--- config.mk ---
export PLATFORM = sky130hd
export DESIGN_NAME = uart_word_receiver_flat
export DESIGN_NICKNAME = d
export VERILOG_FILES = /design/src/rtl/uart_word_receiver_if.sv /design/src/rtl/uart_word_receiver.sv /design/src/flat_wrapper.sv
export SDC_FILE = /design/constraint.sdc
export NUM_CORES = 1
export LEC_CHECK = 0
export BUFFER_PORTS_ARGS = -buffer_cell sky130_fd_sc_hd__buf_4
export CORE_MARGIN = 1.5
export CORE_UTILIZATION = 45
export CTS_BUF_LIST = sky130_fd_sc_hd__clkbuf_2 sky130_fd_sc_hd__clkbuf_4 sky130_fd_sc_hd__clkbuf_8
export DETAILED_ROUTE_END_ITERATION = 8
export PLACE_DENSITY_LB_ADDON = 0.2
export SYNTH_ARGS = -nofsm -noshare
export SYNTH_HDL_FRONTEND = slang
export SYNTH_SLANG_ARGS = --single-unit
--- constraint.sdc ---
create_clock -name clk_in -period 3.5 [get_ports clk_in]
set_clock_uncertainty 0.2 [all_clocks]
set_input_delay 0.7 -clock clk_in [delete_from_list [all_inputs] [get_ports clk_in]]
set_output_delay 0.7 -clock clk_in [all_outputs]
set_load 0.05 [all_outputs]
--- src/rtl/uart_word_receiver_if.sv ---
// Word-level output bundle of the UART word receiver.
// master drives the assembled word, slave is the consumer.
interface uart_word_receiver_if;
  logic [16:0] data_out;
  logic        valid_out;
  logic        error_out;

  modport master (
    output data_out,
    output valid_out,
    output error_out
  );

  modport slave (
    input data_out,
    input valid_out,
    input error_out
  );
endinterface

--- src/rtl/uart_word_receiver.sv ---
// 8N1 byte deserializer plus tagged three-byte assembler
// producing 17-bit words with resync and error pulses.
module uart_word_receiver #(
  parameter int INPUT_CLOCK_FREQ = 100_000_000,
  parameter int BAUD_RATE        = 9600
) (
  input  logic                 clk_in,
  input  logic                 rst_n_in,
  input  logic                 rx_wire_in,
  uart_word_receiver_if.master out_if
);
  localparam int BIT_PERIOD = INPUT_CLOCK_FREQ / BAUD_RATE;
  localparam int HALF       = BIT_PERIOD / 2;
  localparam int CW         = $clog2(BIT_PERIOD + 1);
  localparam logic [CW-1:0] BIT_LAST  = CW'(BIT_PERIOD - 1);
  localparam logic [CW-1:0] HALF_LAST = CW'(HALF - 1);

  typedef enum logic [1:0] {IDLE, START, DATA, STOP} rx_state_t;
  typedef enum logic [1:0] {WAIT_B1, WAIT_B2, WAIT_B3} asm_state_t;
  typedef enum logic [1:0] {TAG_T1, TAG_T2, TAG_T3, TAG_BAD} tag_t;

  logic          rx_s1;
  logic          rx_s2;
  logic          rx_prev;
  rx_state_t     rx_st;
  logic [CW-1:0] cnt;
  logic [2:0]    bit_idx;
  logic [7:0]    shreg;
  logic          byte_done;
  logic          frame_err;
  logic          stop_bad;
  tag_t          tag;
  asm_state_t    asm_st;
  logic [5:0]    lo;
  logic [5:0]    mid;
  logic [16:0]   data_q;
  logic          valid_q;
  logic          error_q;

  always_ff @(posedge clk_in or negedge rst_n_in) begin
    if (!rst_n_in) begin
      rx_s1   <= 1'b1;
      rx_s2   <= 1'b1;
      rx_prev <= 1'b1;
    end else begin
      rx_s1   <= rx_wire_in;
      rx_s2   <= rx_s1;
      rx_prev <= rx_s2;
    end
  end

  always_ff @(posedge clk_in or negedge rst_n_in) begin
    if (!rst_n_in) begin
      rx_st     <= IDLE;
      cnt       <= '0;
      bit_idx   <= '0;
      shreg     <= '0;
      byte_done <= 1'b0;
      frame_err <= 1'b0;
      stop_bad  <= 1'b0;
    end else begin
      byte_done <= 1'b0;
      frame_err <= 1'b0;
      unique case (rx_st)
        IDLE: begin
          bit_idx <= '0;
          if (rx_prev && !rx_s2) begin
            rx_st <= START;
            cnt   <= '0;
          end
        end
        START: begin
          if (cnt == HALF_LAST) begin
            cnt   <= '0;
            rx_st <= rx_s2 ? IDLE : DATA;
          end else begin
            cnt <= cnt + 1'b1;
          end
        end
        DATA: begin
          if (cnt == BIT_LAST) begin
            cnt     <= '0;
            shreg   <= {rx_s2, shreg[7:1]};
            bit_idx <= bit_idx + 3'd1;
            if (bit_idx == 3'd7) rx_st <= STOP;
          end else begin
            cnt <= cnt + 1'b1;
          end
        end
        STOP: begin
          // After a bad stop bit, hold here until the line idles high
          if (stop_bad) begin
            if (rx_s2) begin
              stop_bad <= 1'b0;
              rx_st    <= IDLE;
            end
          end else if (cnt == BIT_LAST) begin
            cnt <= '0;
            if (rx_s2) begin
              byte_done <= 1'b1;
              rx_st     <= IDLE;
            end else begin
              frame_err <= 1'b1;
              stop_bad  <= 1'b1;
            end
          end else begin
            cnt <= cnt + 1'b1;
          end
        end
        default: rx_st <= IDLE;
      endcase
    end
  end

  always_comb begin
    tag = TAG_BAD;
    unique case (1'b1)
      shreg[7:6] == 2'b00:  tag = TAG_T1;
      shreg[7:6] == 2'b01:  tag = TAG_T2;
      shreg[7:5] == 3'b100: tag = TAG_T3;
      default:              tag = TAG_BAD;
    endcase
  end

  always_ff @(posedge clk_in or negedge rst_n_in) begin
    if (!rst_n_in) begin
      asm_st  <= WAIT_B1;
      lo      <= '0;
      mid     <= '0;
      data_q  <= '0;
      valid_q <= 1'b0;
      error_q <= 1'b0;
    end else begin
      valid_q <= 1'b0;
      error_q <= 1'b0;
      if (frame_err) begin
        error_q <= 1'b1;
        asm_st  <= WAIT_B1;
      end else if (byte_done) begin
        unique case (tag)
          TAG_T1: begin
            lo      <= shreg[5:0];
            error_q <= (asm_st != WAIT_B1);
            asm_st  <= WAIT_B2;
          end
          TAG_T2: begin
            if (asm_st == WAIT_B2) begin
              mid    <= shreg[5:0];
              asm_st <= WAIT_B3;
            end else begin
              error_q <= 1'b1;
              asm_st  <= WAIT_B1;
            end
          end
          TAG_T3: begin
            if (asm_st == WAIT_B3) begin
              data_q  <= {shreg[4:0], mid, lo};
              valid_q <= 1'b1;
            end else begin
              error_q <= 1'b1;
            end
            asm_st <= WAIT_B1;
          end
          default: begin
            error_q <= 1'b1;
            asm_st  <= WAIT_B1;
          end
        endcase
      end
    end
  end

  assign out_if.data_out  = data_q;
  assign out_if.valid_out = valid_q;
  assign out_if.error_out = error_q;
endmodule

--- src/flat_wrapper.sv ---
// flat-port wrapper written by rule: the top's interface ports become plain ports
module uart_word_receiver_flat 
#(
  parameter int INPUT_CLOCK_FREQ = 100_000_000,
  parameter int BAUD_RATE        = 9600
)
  (clk_in, rst_n_in, rx_wire_in, out_if_data_out, out_if_valid_out, out_if_error_out);
  uart_word_receiver_if out_if_i ();
  input  logic clk_in;
  input  logic rst_n_in;
  input  logic rx_wire_in;
  output wire logic [$bits(out_if_i.data_out)-1:0] out_if_data_out;
  output wire logic [$bits(out_if_i.valid_out)-1:0] out_if_valid_out;
  output wire logic [$bits(out_if_i.error_out)-1:0] out_if_error_out;
  assign out_if_data_out = out_if_i.data_out;
  assign out_if_valid_out = out_if_i.valid_out;
  assign out_if_error_out = out_if_i.error_out;
  uart_word_receiver #(.INPUT_CLOCK_FREQ(INPUT_CLOCK_FREQ), .BAUD_RATE(BAUD_RATE)) u_core (.clk_in(clk_in), .rst_n_in(rst_n_in), .rx_wire_in(rx_wire_in), .out_if(out_if_i));
endmodule
==> qor.yml, run 1 <==
timing:
  tns_ns: 0
  slew_viol_final: 0
  finalCriticalPeriod_ns: 2.85
  rsz0062_at_grt: "false"
  setup-violations-final: 0
  fmax_mhz: 351
  worst_slew_pin_slew_ns: 0.812
  hold_violations: 0
  min_period_over_period_pct: 81.3
  maxSlewHeadroom_pct: 45.9
cells_and_area:
  num-nets-final: 270
  fin_cells: 345
  n_antenna_cell: 0
  area_growth_syn_to_layout_pct: 15.3
  drive_above_1_share_pct: 34.3
synth:
  synth.avg_cell_area_um2: 12.2
  synth_seq_area_share_pct: 56.0
  yosysTopAreaCellShare_pct: 53.4
  ys_top_cells_by_count: "dfrtp_1, mux2_2, nand2_1"
  synth.distinct_cells: 45
  syn_nets: 249
  synth-edff-count: 0
  ys.flop_type: "dfrtp_1"
  synth_most_common_cell: "dfrtp_1"
  synth.largest_area_cell: "dfrtp_1"
  yosys_warnings: 0
  ys_async_sr_fraction_pct: 100
  netlist_area_mm2: 0.00295
  synthTopCellsByArea: "dfrtp_1, mux2_2, dfstp_2"
  synth_seq_cells: 66
  syn_inst: 242
critical_path:
  r2r_cells: 5
  cp_max_fo: 15
  cpMaxStageDelayCell: "or4_1"
  r2r_slack_ns: 0.65
  cp-start-kind: "flip-flop"
  path_common_cell: "or4_1"
  critPathLaunch: "u_core.cnt[4]$_DFFE_PN0P_"
  cp_num_buf_inv: 0
  critPathKind: "reg2reg"
  critPathArrivalTime_ns: 2.87
  crit_chain: "or4_1 > or4_1 > a22oi_4 > nor2_2 > a221o_2"
  rr_endpoint: "u_core.cnt[4]$_DFFE_PN0P_"
  rr_startpoint: "u_core.cnt[4]$_DFFE_PN0P_"
  cpLargestDelayFamily: "simple AND/OR/NAND/NOR gates"
  end_kind: "flip-flop"
  critPathMaxStageDelay_ns: 0.58
  required_ns: 3.52
clocking:
  clk_path_buf_depth: 2
  cts_resized: 0
  post-cts-setup-buffers: 0
  cts_tree: "done"
  cts_max_level: 3
  cts_root_buf: "clkbuf_8"
  hold_buffers: 0
  cts_sinks: 66
  clk_latency_ns: 0.34
  clk_pin_slew_ns: 0.07
  cts_made_buffers: 9
run:
  maxCapViolations: 0
worst_hold_path:
  min-delay-start: "u_core.rx_s1$_DFF_PN1_"
  worstHoldEndpoint: "u_core.rx_s2$_DFF_PN1_"
  min_path_type: "reg2reg"
  holdPathStages: 0
floorplanning:
  num_rows: 29
  core_mm2: 0.00635
  start_util_pct: 46.5
  die_x_um: 84.0
  die_h_um: 84.0
  boundaryPins: 22
  dieArea_mm2: 0.00706
placed_design:
  io_buffers: 21
  placedCellCount: 329
  dp_hpwl_um: 3240
  gp_congestion: 0.798
grt:
  grt_pass1_vias: 1775
  grt_overflow_total: 0
  grt_pass1_wl_um: 8490
  antenna_found_initial: 0
  track_usage_pct: 15.4
  grt_max_degree: 67
detailed_routing:
  viasPerCell: 5.48
  drc_errors: 0
  drt-total-wl_um: 4930
  via_count: 1892
  drt-initial-drc-count: 59
  ant_nets: 0
  wl_per_cell_um: 14.3
  first_pass_iters: 4
outcome:
  status: "completed"
pwr:
  p_per_area_mw_per_mm2: 540
  p_leak_nw: 1.68
  ir_drop_uv: 327
registers in the layout, indices dropped and copies added, names as in the netlist, 2 cells and up, named ones only:
| signal | flops |
|---|---|
| u_core.out_if.data_out | 17 |
| u_core.bit_idx | 3 |
| u_core.shreg | 8 |
| u_core.cnt | 14 |
| u_core.mid | 6 |
| u_core.asm_st | 2 |
| u_core.lo | 6 |
kinds of logic after synthesis:
kind of cell             synth area share [%]
AND/OR/NAND/NOR                          14.4
flip-flops                               56.0
multiplexers                             15.5
buffers and inverters                    2.54
AO/OA/AOI/OAI                            9.57
XOR/XNOR                                0.297
adder cells (fa/ha/maj)                  1.69
through the flow:
step	setup WS (ns)	hold WS, ns	power [mW]	area (um^2)	util (%)
floorplan	0.937	0.145	1.02	2950	-
global placement	0.702	0.146	1.06	3160	49.7
CTS	0.663	0.157	1.86	3410	53.6
finish	0.655	0.155	1.84	3410	53.6
detailed placement	0.677	0.147	1.06	3160	49.7
global route	0.557	0.165	1.93	3410	53.6
worst max path at each step:
stage	endpoint	cells after the start	slack (ns)
6_report	u_core.cnt[4]$_DFFE_PN0P_	5	0.65
5_1_grt	u_core.cnt[4]$_DFFE_PN0P_	5	0.56
4_1_cts	u_core.cnt[4]$_DFFE_PN0P_	5	0.66
3_5_place_dp	u_core.cnt[4]$_DFFE_PN0P_	5	0.68
3_3_place_gp	u_core.cnt[4]$_DFFE_PN0P_	5	0.70
2_1_floorplan	u_core.shreg[0]$_DFFE_PN0P_	6	0.94
where the power goes:
part / leakage [nW] / switching [mW] / internal (mW)
Combinational: 0.662 / 0.0706 / 0.0767
Clock: 0.127 / 0.297 / 0.495
Sequential: 0.894 / 0.0894 / 0.810
Total: 1.68 / 0.457 / 1.38
layer usage:
metal | global-route usage (%) | share of wire [%] | up-vias
met4 | 7.60 | 1.3 | 0
li1 | - | - | 926
met1 | 20.9 | 49 | 909
met2 | 23.1 | 45 | 49
met3 | 3.86 | 4.7 | 8
met5 | 0 | 0 | -
cells in the final DEF (no fill, tap or decap), drive strengths merged, types with 2 or more instances in the layout:
cell / count
o31ai: 2
a22o: 7
nand2: 21
clkbuf: 10
and3: 3
or4: 4
nor2b: 4
nor2: 9
nor3b: 2
and2: 2
bufinv: 3
nor3: 8
nand3: 7
inv: 3
o21bai: 2
a21oi: 6
a221o: 2
nor4b: 3
buf: 23
ha: 4
mux2i: 3
dfstp: 3
clkinv: 2
mux2: 38
a21o: 4
nand4: 4
o21ai: 11
or3: 2
dfrtp: 63
area by class of cell:
| type | count | area, um^2 |
|---|---|---|
| Timing Repair Buffer | 23 | 173 |
| Clock buffer | 10 | 138 |
| Sequential cell | 66 | 1660 |
| Clock inverter | 6 | 113 |
| Multi-Input combinational cell | 161 | 1220 |
| Inverter | 2 | 7.51 |
| Tap cell | 77 | 96.3 |
| Fill cell | 580 | 2940 |
(Power assumes the default switching activity.)
==> run 2: changes to the inputs <==
==> constraint.sdc (replaced) <==
create_clock -name clk_in -period 2.4 [get_ports clk_in]
set_clock_uncertainty 0.2 [all_clocks]
set_input_delay 0.48 -clock clk_in [delete_from_list [all_inputs] [get_ports clk_in]]
set_output_delay 0.48 -clock clk_in [all_outputs]
set_load 0.05 [all_outputs]
==> qor.yml, run 2 (synthesis results as in run 1) <==
clocking:
  clk_latency_ns: 0.34
  cts_max_level: 3
  clk_path_buf_depth: 2
  cts_sinks: 66
  cts_made_buffers: 9
  cts_root_buf: "clkbuf_8"
  clk_pin_slew_ns: 0.07
  post-cts-setup-buffers: 0
  cts_tree: "done"
placed_design:
  dp_hpwl_um: 3750
  io_buffers: 21
  gp_congestion: 0.910
  dpl_cell_area_mm2: 0.00337
  placedCellCount: 356
cells_and_area:
  n_antenna_cell: 0
  largest_reg_flops: 17
  num-nets-final: 298
  finish.instance_area_mm2: 0.00363
  mostFrequentLayoutCells: "dfrtp_1, buf_4, mux2_2"
  mostFrequentLayoutCell: "dfrtp_1"
  drive_above_1_share_pct: 41.9
  fin_cells: 373
  area_growth_syn_to_layout_pct: 22.9
  fin_util_pct: 57.2
grt:
  grt_max_degree: 37
  grt_pass1_vias: 1946
  track_usage_pct: 17.5
  grt_pass1_wl_um: 9650
  antenna_found_initial: 0
  grt_overflow_total: 0
critical_path:
  critPathArrivalTime_ns: 2.43
  rr_startpoint: "u_core.cnt[6]$_DFFE_PN0P_"
  cp-start-kind: "flip-flop"
  r2r_slack_ns: -0.009
  required_ns: 2.42
  rr_endpoint: "u_core.shreg[6]$_DFFE_PN0P_"
  critPathKind: "reg2reg"
  r2r_cells: 5
  cp_max_fo: 4
  critPathCapture: "u_core.shreg[6]$_DFFE_PN0P_"
  critPathLaunch: "u_core.cnt[6]$_DFFE_PN0P_"
  end_kind: "flip-flop"
floorplanning:
  num_rows: 29
  core_mm2: 0.00635
  start_util_pct: 46.5
  dieArea_mm2: 0.00706
  boundaryPins: 22
  die_x_um: 84.0
  die_h_um: 84.0
timing:
  finalCriticalPeriod_ns: 2.41
  slew_viol_final: 0
  tns_ns: -0.0306
  setup-violations-final: 5
  min_period_over_period_pct: 100
  fmax_mhz: 415
  worst_slew_pin_slew_ns: 1.12
  setup_slack_ns: -0.00926
  hold_violations: 0
  rsz0062_at_grt: "true"
  maxSlewHeadroom_pct: 24.7
pwr:
  total_power_mw: 2.69
  p_sw_share_pct: 26.2
  p_int_mw: 1.98
  power_frac_clock_pct: 38.6
  p_per_area_mw_per_mm2: 740
  p_leak_nw: 1.82
  ir_drop_uv: 435
  p_sw_uw: 703
  pwr-share-comb_pct: 15.7
  seqPwrFrac_pct: 45.7
outcome:
  status: "finished with violations"
  violations: "negative setup slack"
detailed_routing:
  drc_errors: 0
  viasPerCell: 5.40
  drt-total-wl_um: 5490
  wl_per_cell_um: 14.7
  ant_nets: 0
  drt-initial-drc-count: 66
  first_pass_iters: 4
  via_count: 2014
run:
  maxCapViolations: 0
worst_hold_path:
  min_path_type: "in2reg"
[run 2: cell types whose count changed in the layout (fill, tap and decap cells not counted), sizes merged]
cell	delta
clkinvlp	+1
dlygate4sd3	+1
bufinv	-1
buf	+27
[run 2: power by group through the flow]
stage | sequential [mW] | clock (mW) | combinational (mW)
global route | 1.24 | 1.13 | 0.474
CTS | 1.23 | 1.06 | 0.421
global placement | 1.24 | 0 | 0.404
detailed placement | 1.24 | 0 | 0.409
floorplan | 1.26 | 0 | 0.233
finish | 1.23 | 1.04 | 0.422
[run 2: per-layer routing]
metal | wire (um) | GRT usage, %
met1 | 2620 | 24.3
met2 | 2610 | 26.5
met3 | 210 | 5.64
met4 | 44 | 5.07
met5 | 0 | 0
[run 2: worst max-delay path: stages (launching register included)]
cell     delay, ns
dfrtp_1       0.38
or4_4         0.54
or4_4         0.47
nor3b_4       0.21
buf_4         0.16
mux2_2        0.32
[run 2: final cells by class]
cell class	instances	area [um^2]
Inverter	2	7.51
Clock inverter	6	90.1
Timing Repair Buffer	51	389
Clock buffer	10	131
Fill cell	540	2720
Sequential cell	66	1660
Tap cell	77	96.3
Multi-Input combinational cell	161	1260
[run 2: timing repair]
action	CTS	global route
endpoints found under the hold margin	31	0
hold buffers	1	0
resized for setup	4	4
endpoints found under the setup margin	18	15
pin swaps	0	0
[run 2: worst min-delay path by stage]
stage,from,to,slack (ns),cells past startpoint
after global routing,rx_wire_in,u_core.rx_s1$_DFF_PN1_,0.03,1
after detailed placement,u_core.rx_s1$_DFF_PN1_,u_core.rx_s2$_DFF_PN1_,0.15,0
after CTS,rx_wire_in,u_core.rx_s1$_DFF_PN1_,0.04,1
after floorplan,rst_n_in,async pin,-0.02,0
final,rx_wire_in,u_core.rx_s1$_DFF_PN1_,0.05,1
after global placement,u_core.rx_s1$_DFF_PN1_,u_core.rx_s2$_DFF_PN1_,0.15,0
[run 2: through the flow]
step                      hold WS [ns]  worst slack, ns
after floorplan                -0.0156           -0.163
after global placement           0.147          -0.0515
after detailed placement         0.149          -0.0895
after CTS                       0.0375          -0.0177
after global routing            0.0293          -0.0606
final                           0.0479         -0.00926
==> run 3: changes to the inputs <==
--- a/config.mk
+++ b/config.mk
@@ -8,9 +8,9 @@
 export BUFFER_PORTS_ARGS = -buffer_cell sky130_fd_sc_hd__buf_4
 export CORE_MARGIN = 1.5
 export CORE_UTILIZATION = 45
-export CTS_BUF_LIST = sky130_fd_sc_hd__clkbuf_2 sky130_fd_sc_hd__clkbuf_4 sky130_fd_sc_hd__clkbuf_8
 export DETAILED_ROUTE_END_ITERATION = 8
 export PLACE_DENSITY_LB_ADDON = 0.2
+export REMOVE_ABC_BUFFERS = 1
 export SYNTH_ARGS = -nofsm -noshare
 export SYNTH_HDL_FRONTEND = slang
 export SYNTH_SLANG_ARGS = --single-unit
==> qor.yml, run 3 (synthesis results as in run 1) <==
floorplanning:
  die_h_um: 84.0
  boundaryPins: 22
  die_x_um: 84.0
  core_mm2: 0.00635
  dieArea_mm2: 0.00706
  num_rows: 29
  start_util_pct: 46.5
detailed_routing:
  ant_nets: 0
  via_count: 2032
  first_pass_iters: 4
  drc_errors: 0
  wl_per_cell_um: 14.7
  drt-initial-drc-count: 76
  drt-total-wl_um: 5450
  viasPerCell: 5.48
placed_design:
  dp_hpwl_um: 3630
  io_buffers: 21
  gp_congestion: 0.831
  dpl_cell_area_mm2: 0.00336
critical_path:
  critPathCapture: "u_core.shreg[6]$_DFFE_PN0P_"
  end_kind: "flip-flop"
  critPathArrivalTime_ns: 2.44
  path_common_cell: "or4_4"
  critPathKind: "reg2reg"
  r2r_cells: 5
  r2r_slack_ns: -0.03
  critPathMaxStageDelay_ns: 0.54
  rr_startpoint: "u_core.cnt[6]$_DFFE_PN0P_"
  cp-start-kind: "flip-flop"
  crit_chain: "or4_4 > or4_4 > nor3b_4 > buf_6 > mux2_2"
  critPathLaunch: "u_core.cnt[6]$_DFFE_PN0P_"
  cp_max_fo: 8
  cpMaxStageDelayCell: "or4_4"
  required_ns: 2.41
  rr_endpoint: "u_core.shreg[6]$_DFFE_PN0P_"
grt:
  track_usage_pct: 17.2
  grt_pass1_vias: 1995
  grt_max_degree: 37
  antenna_found_initial: 0
  grt_pass1_wl_um: 9560
  grt_overflow_total: 0
timing:
  finalCriticalPeriod_ns: 2.43
  fmax_mhz: 412
  hold_violations: 0
  maxSlewHeadroom_pct: 33.9
  setup-violations-final: 8
  setup_slack_ns: -0.0283
  min_period_over_period_pct: 101
  rsz0062_at_grt: "true"
  slew_viol_final: 0
  worst_slew_pin_slew_ns: 0.983
cells_and_area:
  mostFrequentLayoutCells: "dfrtp_1, buf_4, mux2_2"
  area_growth_syn_to_layout_pct: 21.4
  n_antenna_cell: 0
  largest_reg_flops: 17
  num-nets-final: 296
  drive_above_1_share_pct: 40.8
  mostFrequentLayoutCell: "dfrtp_1"
  finish.instance_area_mm2: 0.00359
outcome:
  violations: "negative setup slack"
  status: "finished with violations"
worst_hold_path:
  min_path_type: "in2reg"
  min-delay-start: "rx_wire_in"
pwr:
  total_power_mw: 2.59
  seqPwrFrac_pct: 47.4
  pwr-share-comb_pct: 16.7
  p_leak_nw: 1.80
  p_int_mw: 1.90
  p_sw_uw: 691
  p_sw_share_pct: 26.7
  ir_drop_uv: 594
  power_frac_clock_pct: 35.9
  p_per_area_mw_per_mm2: 722
run:
  maxCapViolations: 0
clocking:
  cts_tree: "done"
  cts_max_level: 3
  cts_sinks: 66
  cts_root_buf: "clkbuf_8"
  clk_latency_ns: 0.33
  clk_path_buf_depth: 2
  clk_pin_slew_ns: 0.07
  cts_made_buffers: 9
  post-cts-setup-buffers: 0
run 3: changes by cell type in the layout (fill, tap and decap cells not counted), sizes merged:
cell and delta:
bufinv -1, buf -2, clkinvlp +1
run 3: worst max-delay path: cells and delay by family (launching register included):
family / cells / cell delay (ns)
flip-flops: 1 / 0.38
AND/OR/NAND/NOR: 3 / 1.24
multiplexers: 1 / 0.33
buffers and inverters: 1 / 0.16
run 3: power by group through the flow:
stage | combinational [mW] | clock [mW] | sequential, mW
floorplan | 0.168 | 0 | 1.30
global placement | 0.416 | 0 | 1.24
detailed placement | 0.422 | 0 | 1.25
CTS | 0.437 | 0.968 | 1.23
global route | 0.487 | 1.02 | 1.24
finish | 0.434 | 0.929 | 1.23
run 3: cell type report:
type                    count  area, um^2
inverters                   2        7.51
clock buffers              10         138
fillers                   537        2760
repair buffers             49         387
flip-flops and latches     66        1660
clock inverters             6        63.8
multi-input cells         161        1240
well taps                  77        96.3
run 3: worst min path at each step:
stage / end / slack, ns / depth (start not counted)
final: u_core.rx_s1$_DFF_PN1_ / 0.05 / 1
after global routing: u_core.rx_s1$_DFF_PN1_ / 0.02 / 1
after detailed placement: u_core.rx_s2$_DFF_PN1_ / 0.15 / 0
after CTS: u_core.rx_s1$_DFF_PN1_ / 0.03 / 1
after global placement: u_core.rx_s2$_DFF_PN1_ / 0.15 / 0
after floorplan: async pin / -0.02 / 0
run 3: metal layers:
layer	part of all wire, %	vias to the layer above	GRT usage [%]
met5	0	-	0
met2	49	40	26.9
met3	4.1	7	5.54
met1	46	1013	22.6
li1	-	972	-
met4	1.1	0	5.51
run 3: timing repair:
action / 4_1_cts / 5_1_grt
setup endpoints to repair: 21 / 17
hold endpoints to repair: 34 / 0
gates resized for setup: 3 / 3
hold buffers: 1 / 0
pin swaps: 1 / 1
run 3: through the flow:
step | hold WS (ns) | worst slack, ns | cells | utilization (%) | TNS [ns]
6_report | 0.0512 | -0.0283 | 371 | 56.5 | -0.156
5_1_grt | 0.0231 | -0.0895 | 371 | 56.5 | -1.03
4_1_cts | 0.0302 | -0.0151 | 371 | 56.4 | -0.0411
3_5_place_dp | 0.149 | -0.0964 | 354 | 52.8 | -1.11
3_3_place_gp | 0.149 | -0.0619 | 354 | 52.8 | -0.691
2_1_floorplan | -0.0156 | -0.209 | 229 | - | -1.88
